<file path="config.mk">
export PLATFORM = sky130hd
export DESIGN_NAME = reflet_mem_arbiter
export DESIGN_NICKNAME = d
export VERILOG_FILES = /design/src/rtl/reflet_mem_arbiter.sv
export SDC_FILE = /design/constraint.sdc
export NUM_CORES = 1
export LEC_CHECK = 0
export ABC_AREA = 1
export CAP_MARGIN = 10
export CORE_AREA = 5 5 79 81
export DETAILED_ROUTE_END_ITERATION = 7
export DIE_AREA = 0 0 84 86
export PLACE_DENSITY = 0.77
export SLEW_MARGIN = 40
export SYNTH_ARGS = -nofsm -noshare
export SYNTH_HDL_FRONTEND = slang
export SYNTH_SLANG_ARGS = --single-unit
</file>
<file path="constraint.sdc">
create_clock -name clk -period 1.7 [get_ports clk]
set_input_delay 0.51 -clock clk [delete_from_list [all_inputs] [get_ports clk]]
set_output_delay 0.51 -clock clk [all_outputs]
set_load 0.005 [all_outputs]
</file>
<file path="src/rtl/reflet_mem_arbiter.sv">
// reflet_mem_arbiter: two-master round-robin arbiter in front of a single
// synchronous-read memory. Each access is granted in an IDLE cycle, then
// held in ACCESS for `latency` cycles, the last of which carries the
// one-cycle ack and, for reads, the memory data.
module reflet_mem_arbiter #(
    parameter int wordsize = 16,
    parameter int latency  = 1
) (
    input  logic                clk,
    input  logic                reset,
    input  logic                req0,
    input  logic                req1,
    input  logic [wordsize-1:0] addr0,
    input  logic [wordsize-1:0] addr1,
    input  logic [wordsize-1:0] wdata0,
    input  logic [wordsize-1:0] wdata1,
    input  logic                we0,
    input  logic                we1,
    output logic [wordsize-1:0] rdata0,
    output logic [wordsize-1:0] rdata1,
    output logic                ack0,
    output logic                ack1,
    output logic                mem_enable,
    output logic [wordsize-1:0] mem_addr,
    output logic [wordsize-1:0] mem_data_out,
    output logic                mem_write_en,
    input  logic [wordsize-1:0] mem_data_in,
    output logic                busy,
    output logic                owner
);

    typedef enum logic {
        IDLE,
        ACCESS
    } state_t;

    // Wait-counter load value: ACCESS lasts `latency` cycles, ack on the last.
    localparam logic [3:0] CNT_INIT = 4'(latency - 1);

    state_t     state, state_next;
    logic       last, last_next;
    logic       owner_q, owner_next;
    logic       we_q, we_next;
    logic [3:0] cnt, cnt_next;

    logic       any_req;
    logic       grant_sel;

    // Grantee choice in IDLE: a lone requester wins; on a tie the one that
    // was not served last wins.
    always_comb begin
        any_req   = req0 | req1;
        grant_sel = (req0 && req1) ? ~last : req1;
    end

    // State, priority, owner and wait-counter registers.
    always_ff @(posedge clk) begin
        if (reset) begin
            state   <= IDLE;
            last    <= 1'b1;
            owner_q <= 1'b0;
            we_q    <= 1'b0;
            cnt     <= '0;
        end else begin
            state   <= state_next;
            last    <= last_next;
            owner_q <= owner_next;
            we_q    <= we_next;
            cnt     <= cnt_next;
        end
    end

    // Next-state logic plus memory-side muxing, acks and read data return.
    always_comb begin
        state_next   = state;
        last_next    = last;
        owner_next   = owner_q;
        we_next      = we_q;
        cnt_next     = cnt;
        mem_enable   = 1'b0;
        mem_addr     = '0;
        mem_data_out = '0;
        mem_write_en = 1'b0;
        ack0         = 1'b0;
        ack1         = 1'b0;
        rdata0       = '0;
        rdata1       = '0;
        busy         = 1'b0;

        case (state)
            IDLE: begin
                if (any_req) begin
                    mem_enable   = 1'b1;
                    mem_addr     = grant_sel ? addr1  : addr0;
                    mem_data_out = grant_sel ? wdata1 : wdata0;
                    mem_write_en = grant_sel ? we1    : we0;
                    owner_next   = grant_sel;
                    last_next    = grant_sel;
                    we_next      = grant_sel ? we1 : we0;
                    cnt_next     = CNT_INIT;
                    state_next   = ACCESS;
                end
            end

            ACCESS: begin
                busy         = 1'b1;
                mem_enable   = 1'b1;
                mem_addr     = owner_q ? addr1  : addr0;
                mem_data_out = owner_q ? wdata1 : wdata0;
                // The write strobe was issued in the grant cycle only.
                mem_write_en = 1'b0;
                if (cnt != '0) begin
                    cnt_next = cnt - 4'd1;
                end else begin
                    state_next = IDLE;
                    // Direction latched at grant so a write never returns data,
                    // even if the master misbehaves and drops its fields.
                    if (owner_q) begin
                        ack1   = 1'b1;
                        rdata1 = we_q ? '0 : mem_data_in;
                    end else begin
                        ack0   = 1'b1;
                        rdata0 = we_q ? '0 : mem_data_in;
                    end
                end
            end

            default: begin
                state_next = IDLE;
            end
        endcase
    end

    // Owner is the registered grantee, visible from the cycle after grant.
    always_comb begin
        owner = owner_q;
    end

endmodule

</file>
# Word-level counts from Yosys, hierarchy flattened

Cells that the tools add are included.

Eq/ne operators: 2
Reductions and logical operators: 4
Bitwise operators: 3
Multiplexer cells: 33
Add/sub/neg operators: 1

Operator list:

| operator              | number |
|---|---|
| $mux W16              | 13 |
| $pmux W16 S2          | 2 |
| $mux W1               | 12 |
| $mux W4               | 2 |
| $pmux W4 S2           | 1 |
| $pmux W1 S2           | 3 |
| $reduce_and A2 Y1     | 2 |
| $reduce_bool A4 Y1    | 1 |
| $sub A4 B1 Y4 const B | 1 |
| $ne A2 B1 Y1 const B  | 1 |
| $ne A2 B2 Y1 const B  | 1 |
| $not A1 Y1            | 2 |
| $logic_and A1 B1 Y1   | 1 |
| $or A1 B1 Y1          | 1 |

Register bits after elaboration: 8
Output and inout port bits: 70
Input port bits: 86
Word-level logic and storage cells: 48

# Depth between registers and ports, before layout

Gate-level depths: netlist of the first run.

Depth after elaboration: 5
Depth in mapped cells: 7

# Worst setup path before layout of the first run

No wires, ideal clock.

Path type: reg2out
Start: register cnt[0]
End: output port rdata1[10]
Buffers on the path: 1
Data arrival time: 1.215 ns
Stages on the path, launching flop included: 8
Data required time: 1.190 ns
Path slack: -0.025 ns
Path through: dfxtp_1 inv_1 ha_1 nand2_1 nor2_4 nand3_2 buf_2 nor2_1

Word-level cells in the longest chain between the ends: 3

RTL lines:

| what                   | RTL line | source |
|---|---|---|
| from (decl)            | 44       | `logic [3:0] cnt, cnt_next;` |
| from (signal assigned) | 69       | `cnt <= cnt_next;` |
| $reduce_bool A4 Y1     | 112      | `if (cnt != '0) begin` |
| $mux W16               | 112      |  |
| $mux W16               | 90       | `case (state)` |
| to (decl)              | 20       | `output logic [wordsize-1:0] rdata1,` |

Every way passes these cells.

# Worst setup path in the final report of the first run

Start: input port req1
End: output port mem_addr[2]

Word-level cells in the longest chain between the ends: 5
Elaborated cells on any way between the ends: 6

RTL lines:

| what                | RTL line | source |
|---|---|---|
| from (decl)         | 12       | `input logic req1,` |
| $logic_and A1 B1 Y1 | 53       | `grant_sel = (req0 && req1) ? ~last : req1;` |
| $mux W1             | 53       |  |
| $mux W16            | 94       | `mem_addr = grant_sel ? addr1 : addr0;` |
| $mux W16 (*)        | 92       | `if (any_req) begin` |
| $pmux W16 S2 (*)    | 90       |  |
| to (decl)           | 24       | `output logic [wordsize-1:0] mem_addr,` |

Every way passes the cells marked *; elsewhere a longest branch is shown, timed or not.

==> results of run 1 <==
==> area by class of cell <==
class                   instances  area [sq um]
well taps                      72         90.09
repair buffers                244          2246
inverters                      48         185.2
flip-flops and latches          8         168.9
clock buffers                   3         41.29
multi-input cells             161          1236
fillers                       413          1438
==> kinds of logic (layout without fill, tap and decap cells) <==
kind of cell	after synthesis	after routing	share of synthesized area [%]
and+or+nand+nor	113	117	37.65
buffers and inverters	57	295	21.08
AOI/OAI and AO/OA	42	42	27.06
DFF	8	8	12.55
adders and majority gates	1	1	0.9802
xor gates and xnor gates	1	1	0.6864
==> layer usage <==
layer,global-route usage [%],wire (microns),up-vias
li1,-,-,1160
met1,20.49,2799,1061
met5,0,0,-
met4,3.363,76,0
met3,4.035,535,9
met2,39.84,4231,101
==> worst max-delay path, stage by stage <==
cell	delay [ns]
sky130_fd_sc_hd__buf_8	0.11
sky130_fd_sc_hd__nor2_4	0.15
sky130_fd_sc_hd__nor2_4	0.06
sky130_fd_sc_hd__a21oi_4	0.18
sky130_fd_sc_hd__buf_12	0.13
sky130_fd_sc_hd__buf_8	0.10
sky130_fd_sc_hd__buf_6	0.11
sky130_fd_sc_hd__buf_6	0.09
sky130_fd_sc_hd__o21ai_2	0.05
sky130_fd_sc_hd__buf_2	0.13
==> repair_timing <==
| item | 4_1_cts | 5_1_grt |
|---|---|---|
| pin swaps | 24 | 19 |
| endpoints found under the hold margin | 0 | 0 |
| buffers inserted | 53 | 13 |
| cloned | 6 | 0 |
| gates resized for setup | 389 | 69 |
| endpoints found under the setup margin | 70 | 68 |
==> stage by stage <==
step	TNS (ns)	cell area, sq um	util [%]	hold slack, ns
global placement	-50.01	3079	56.97	0.4460
floorplan	0	1289	-	0.4287
finish	-21.22	3968	73.40	0.4854
detailed placement	-52.46	3079	56.97	0.4550
CTS	-22.37	3695	68.36	0.4880
global route	-25.74	3968	73.40	0.5035
==> power breakdown <==
part	internal, mW	switching [mW]
sequential	0.199	0.0104
clock	0.154	0.0805
combinational	0.820	0.556
==> synthesized netlist by cell type (all sizes together) <==
library cell,n
nand2,63
inv,48
nor2,37
o21ai,36
buf,9
dfxtp,8
nand3,8
a21oi,6
nor3,4
ha,1
nand3b,1
xor2,1
==> how the worst max path moves through the flow <==
| stage | start | endpoint | slack, ns | depth (start not counted) |
|---|---|---|---|---|
| after detailed placement | req1 | mem_addr[15] | -1.18 | 7 |
| after global routing | req1 | mem_addr[2] | -0.48 | 10 |
| after floorplan | cnt[0]$_SDFFE_PP0P_ | rdata1[10] | 0.005 | 7 |
| after global placement | req1 | mem_addr[15] | -1.14 | 7 |
| final | req1 | mem_addr[2] | -0.43 | 10 |
| after CTS | req0 | mem_data_out[13] | -0.48 | 12 |
==> state kept, by name (all words and copies together) (netlist names) <==
name   flops
cnt        4
last       1
state      1
we_q       1
owner      1
==> run summary, run 1 <==
- sky130_fd_sc_hd__clkdlybuf4s50_1, sky130_fd_sc_hd__buf_2, sky130_fd_sc_hd__buf_6 — most frequent cells in the layout
- 4.977 mm — post-DP HPWL
- 42 — First DRT Iteration DRCs
- 0 — Post-DRT Antenna Nets
- 467 — DP Cell Count
- 156 — boundary pin count
- 1.62 ns — CP Data Arrival Time
- last$_SDFFE_PP1P_ — min-delay src
- 309 — Syn Nets
- 57.76% — fraction of final layout cells with drive strength greater than 1
- 14.26 microns — average wire length per cell after detail routing
- 2,331 — via count
- 2.129 ns — final critical-path required period
- 125.2% — final period utilization
- 3 — number of buffers created by CTS
- 84 microns — die width
- 4 — detailed-router iteration count before antenna repair
- sky130_fd_sc_hd__o21ai_2, sky130_fd_sc_hd__nand2_1, sky130_fd_sc_hd__inv_1 — ranking of synthesized cells by area
- true — RSZ-0062 raised after global routing
- 1276 sq um — total standard cell area after synthesis
- input pin — Critical Path Start Type
- last$_SDFFE_PP1P_ — launch point of the worst reg-to-reg path
- 222 — gate count after technology mapping
- 1 — maximum level of the CTS H-tree
- 1.820 mW — Power, Total
- 21 — Unique masters post-synth
- 0 — total inserted antenna cells
- sky130_fd_sc_hd__clkdlybuf4s50_1 — most frequent standard cell in the layout excluding fill and tap cells
- 23.61% — initial cell density of the core
- sky130_fd_sc_hd__clkbuf_8 — root buf cell
- 0.39 ns — flop-to-flop setup slack
- 155 — buffers added on ports
- 536 — Cell Count, Final, Fillers Out
- sky130_fd_sc_hd__o21ai_2 — cell type contributing the most total cell area after synthesis
- 0 — # DRC
- 8 — number of clock sinks
- 11.72 mm — wire length of the first global-routing pass
- 7224 sq um — Die Outline Area
- 0.04 ns — clock slew at the register clock pins of the worst setup and hold paths
- -0.4285 ns — least setup slack across all paths after layout
- 5 — Max FO, Critical Path
- 0.4031 ns — actual transition at the worst max-transition pin
- 27 — placement row count
- 7.643 mm — post-detailed-routing wire length
- 67 — final-report setup violation count
- 4.349 — detailed-route vias per instance
- 2,425 — number of global-route vias before repair
- 2.000 nW — leakage component of the power
- 0 — number of pins with negative max-slew slack in the final report
- 72.85% — worst slew margin relative to its limit
- negative setup slack — violated checks
- output port — endpoint type of the worst setup path
- reg -> reg — worst hold path type
- 12.55% — portion of the post-synthesis area used by sequential elements
- 553 — Nets
- 2 — depth of the worst hold-timing path
- 86 microns — Die Span Y
- 0 — global route total overflow
- 0 — final number of hold-violating endpoints
- 15 — largest net degree at the start of global routing
- 210.9% — signed area change from the synthesized netlist to the final layout
- 0.8677 — last weighted congestion value of the routability-driven placer
- 0 — number of warnings reported in the yosys synthesis log
- we_q$_SDFFE_PP0P_ — worst r2r dst
- 0.5121 mV — maximum vdd ir drop
- built — clock tree from TritonCTS
- 9 — number of cell instances on the worst register-to-register path
- 0.23 ns — clk_lat worst skew
- 0 — number of violations of the max-capacitance limit
- 5.749 sq um — post-synthesis area per instance
- 0 — count of hold-fix buffers inserted at cts
- in -> out — category of the critical setup timing path
- finished with violations — outcome
- 458.6 nW/um^2 — power density of the placed cells
- last$_SDFFE_PP1P_ — endpoint with the worst hold slack
- 5405 sq um — core area
- 8 — synthesized flop and latch total
- 0 — initial antenna violation count
- 469.8 MHz — Max Clock Freq
- -1.182 ns — Setup WS pre-CTS
- 1.19 ns — critical path required time
- 20.59% — share of the synthesized area in the top cell type
- 0.0003121 ns — post-route clock skew
- 19.49% — GRT Resource Usage Total
- 2 — Max clock buf depth
No activity file was read; power rests on OpenSTA's default activity.
==> inputs of run 2 (changes only) <==
PLACE_DENSITY = 0.88   (was 0.77)
==> run 2 against run 1 <==
The flow still finishes with violations (negative setup slack). Core utilization shrank 4.0 points. Combinational power fell by 5%. Routed wire length grew 3.6%. Clock skew increased by 0.0062 ns. Clock power increased by 5%. Critical path type unchanged. Largest cell class unchanged. Highest routed layer unchanged.
==> run summary, run 2 (synthesis gave the netlist of run 1 again) <==
- true — RSZ-0062 raised after global routing
- output port — endpoint type of the worst setup path
- 0.3987 mV — maximum vdd ir drop
- 20.55% — GRT Resource Usage Total
- 5.069 mm — post-DP HPWL
- 3097 sq um — cell area after placement
- 1.765 mW — Power, Total
- 3 — number of buffers created by CTS
- 2.079 ns — final critical-path required period
- 7224 sq um — Die Outline Area
- 155 — buffers added on ports
- 69.44% — final standard cell utilization of the core
- 2,487 — number of global-route vias before repair
- 84 microns — die width
- 4 — detailed-router iteration count before antenna repair
- 2 — Max clock buf depth
- 7.921 mm — post-detailed-routing wire length
- 0.006495 ns — post-route clock skew
- 510 — Cell Count, Final, Fillers Out
- 55.02% — fraction of final layout cells with drive strength greater than 1
- 122.3% — final period utilization
- 5405 sq um — core area
- 0.04 ns — clock slew at the register clock pins of the worst setup and hold paths
- 527 — Nets
- 481.0 MHz — Max Clock Freq
- 1.19 ns — critical path required time
- 0.4115 ns — actual transition at the worst max-transition pin
- 27 — placement row count
- 1.57 ns — CP Data Arrival Time
- 86 microns — Die Span Y
- buffers and inverters — kind of cell with the highest combined delay on the critical path
- 1.915 nW — leakage component of the power
- 0 — initial antenna violation count
- 0 — count of hold-fix buffers inserted at cts
- 466 — DP Cell Count
- 4.529 — detailed-route vias per instance
- 0 — final number of hold-violating endpoints
- buf_12 -> nor2_4 -> nor2_4 -> a21oi_4 -> buf_4 -> buf_6 -> o21ai_2 -> dlygate4sd2_1 — critical path, cell by cell
- cnt — Largest Register
- sky130_fd_sc_hd__clkdlybuf4s50_1 — most frequent standard cell in the layout excluding fill and tap cells
- 0 — number of violations of the max-capacitance limit
- 0.09 ns — flop-to-flop setup slack
- 0 — total inserted antenna cells
- 15 — largest net degree at the start of global routing
- 0.8959 — last weighted congestion value of the routability-driven placer
- negative setup slack — violated checks
- last$_SDFFE_PP1P_ — min-delay src
- 15.53 microns — average wire length per cell after detail routing
- 23.61% — initial cell density of the core
- built — clock tree from TritonCTS
- 470.3 nW/um^2 — power density of the placed cells
- 3754 sq um — design area
- req1 — Setup crit start
- sky130_fd_sc_hd__dlygate4sd2_1 — cell with the largest stage delay on the worst path
- 194.1% — signed area change from the synthesized netlist to the final layout
- 8 — number of clock sinks
- in -> out — category of the critical setup timing path
- sky130_fd_sc_hd__clkbuf_8 — root buf cell
- 1 — maximum level of the CTS H-tree
- finished with violations — outcome
- input pin — Critical Path Start Type
- 72.27% — worst slew margin relative to its limit
- 0 — number of pins with negative max-slew slack in the final report
- 67 — final-report setup violation count
- 63 — First DRT Iteration DRCs
- 0.24 ns — clk_lat worst skew
- reg -> reg — worst hold path type
- 4 — crit path buf inv count
- 0.27 ns — max incr delay on CP
- 12.26 mm — wire length of the first global-routing pass
- -0.3789 ns — least setup slack across all paths after layout
- 2,310 — via count
- sky130_fd_sc_hd__nor2_4 — library cell appearing most often on the critical path
- 156 — boundary pin count
- 4 — Largest register FFs
- 0 — # DRC
- last$_SDFFE_PP1P_ — launch point of the worst reg-to-reg path
- 5 — Max FO, Critical Path
- 0 — global route total overflow
- 0 — Post-DRT Antenna Nets
- sky130_fd_sc_hd__clkdlybuf4s50_1, sky130_fd_sc_hd__buf_2, sky130_fd_sc_hd__inv_1 — most frequent cells in the layout
- 424 — number of fill cells in the layout
[run 2: changes by cell type in the layout (fill, tap and decap cells not counted), sizes merged]
cell           delta
buf              -24
dlygate4sd2       +2
nand2             -2
clkbuf            -1
clkdlybuf4s50     -1
[run 2: final timing paths]
path	cells past startpoint	to
max	8	mem_addr[9]
min	2	last$_SDFFE_PP1P_
max reg2reg	11	we_q$_SDFFE_PP0P_
min reg2reg	2	last$_SDFFE_PP1P_
[run 2: report_power, final]
part	total, mW	leakage [nW]	internal [mW]	switching [mW]
sequential	0.210	0.0671	0.198	0.0117
combinational	1.31	1.83	0.756	0.555
clock	0.245	0.0216	0.155	0.0902
[run 2: area by class of cell]
type                            count  area [sq um]  area share [%]
Sequential cell                     8         168.9           4.500
Inverter                           48         185.2           4.933
Clock buffer                        3         41.29           1.100
Tap cell                           72         90.09           2.400
Multi-Input combinational cell    159          1216           32.40
Timing Repair Buffer              220          2052           54.67
[run 2: worst register-to-register path, delay by kind of cell, from the launching register on]
family          cells  cell delay [ns]
compound gates      1             0.12
buf+inv             7             0.84
flops               1             0.34
simple gates        3             0.26
[run 2: metrics by stage]
stage          worst slack, ns  TNS (ns)  hold slack, ns
2_1_floorplan         0.004579         0          0.4287
3_3_place_gp            -1.082    -50.66          0.4442
3_5_place_dp            -1.160    -53.76          0.4543
4_1_cts                -0.4172    -20.00          0.4847
5_1_grt                -0.4258    -23.21          0.5054
6_report               -0.3789    -19.40          0.4853
[run 2: timing repair]
item,in CTS,in global routing
endpoints found under the setup margin,70,68
gates resized for setup,375,48
cloned,7,0
setup buffers,35,5
endpoints found under the hold margin,0,0
pin swaps,24,21
[run 2: layer usage]
metal | part of all wire (%) | wire length [microns] | track usage (%)
met4 | 2.3 | 184 | 5.702
met5 | 0 | 0 | 0
met3 | 5.9 | 470 | 4.323
met2 | 53 | 4237 | 39.62
met1 | 38 | 3028 | 22.60
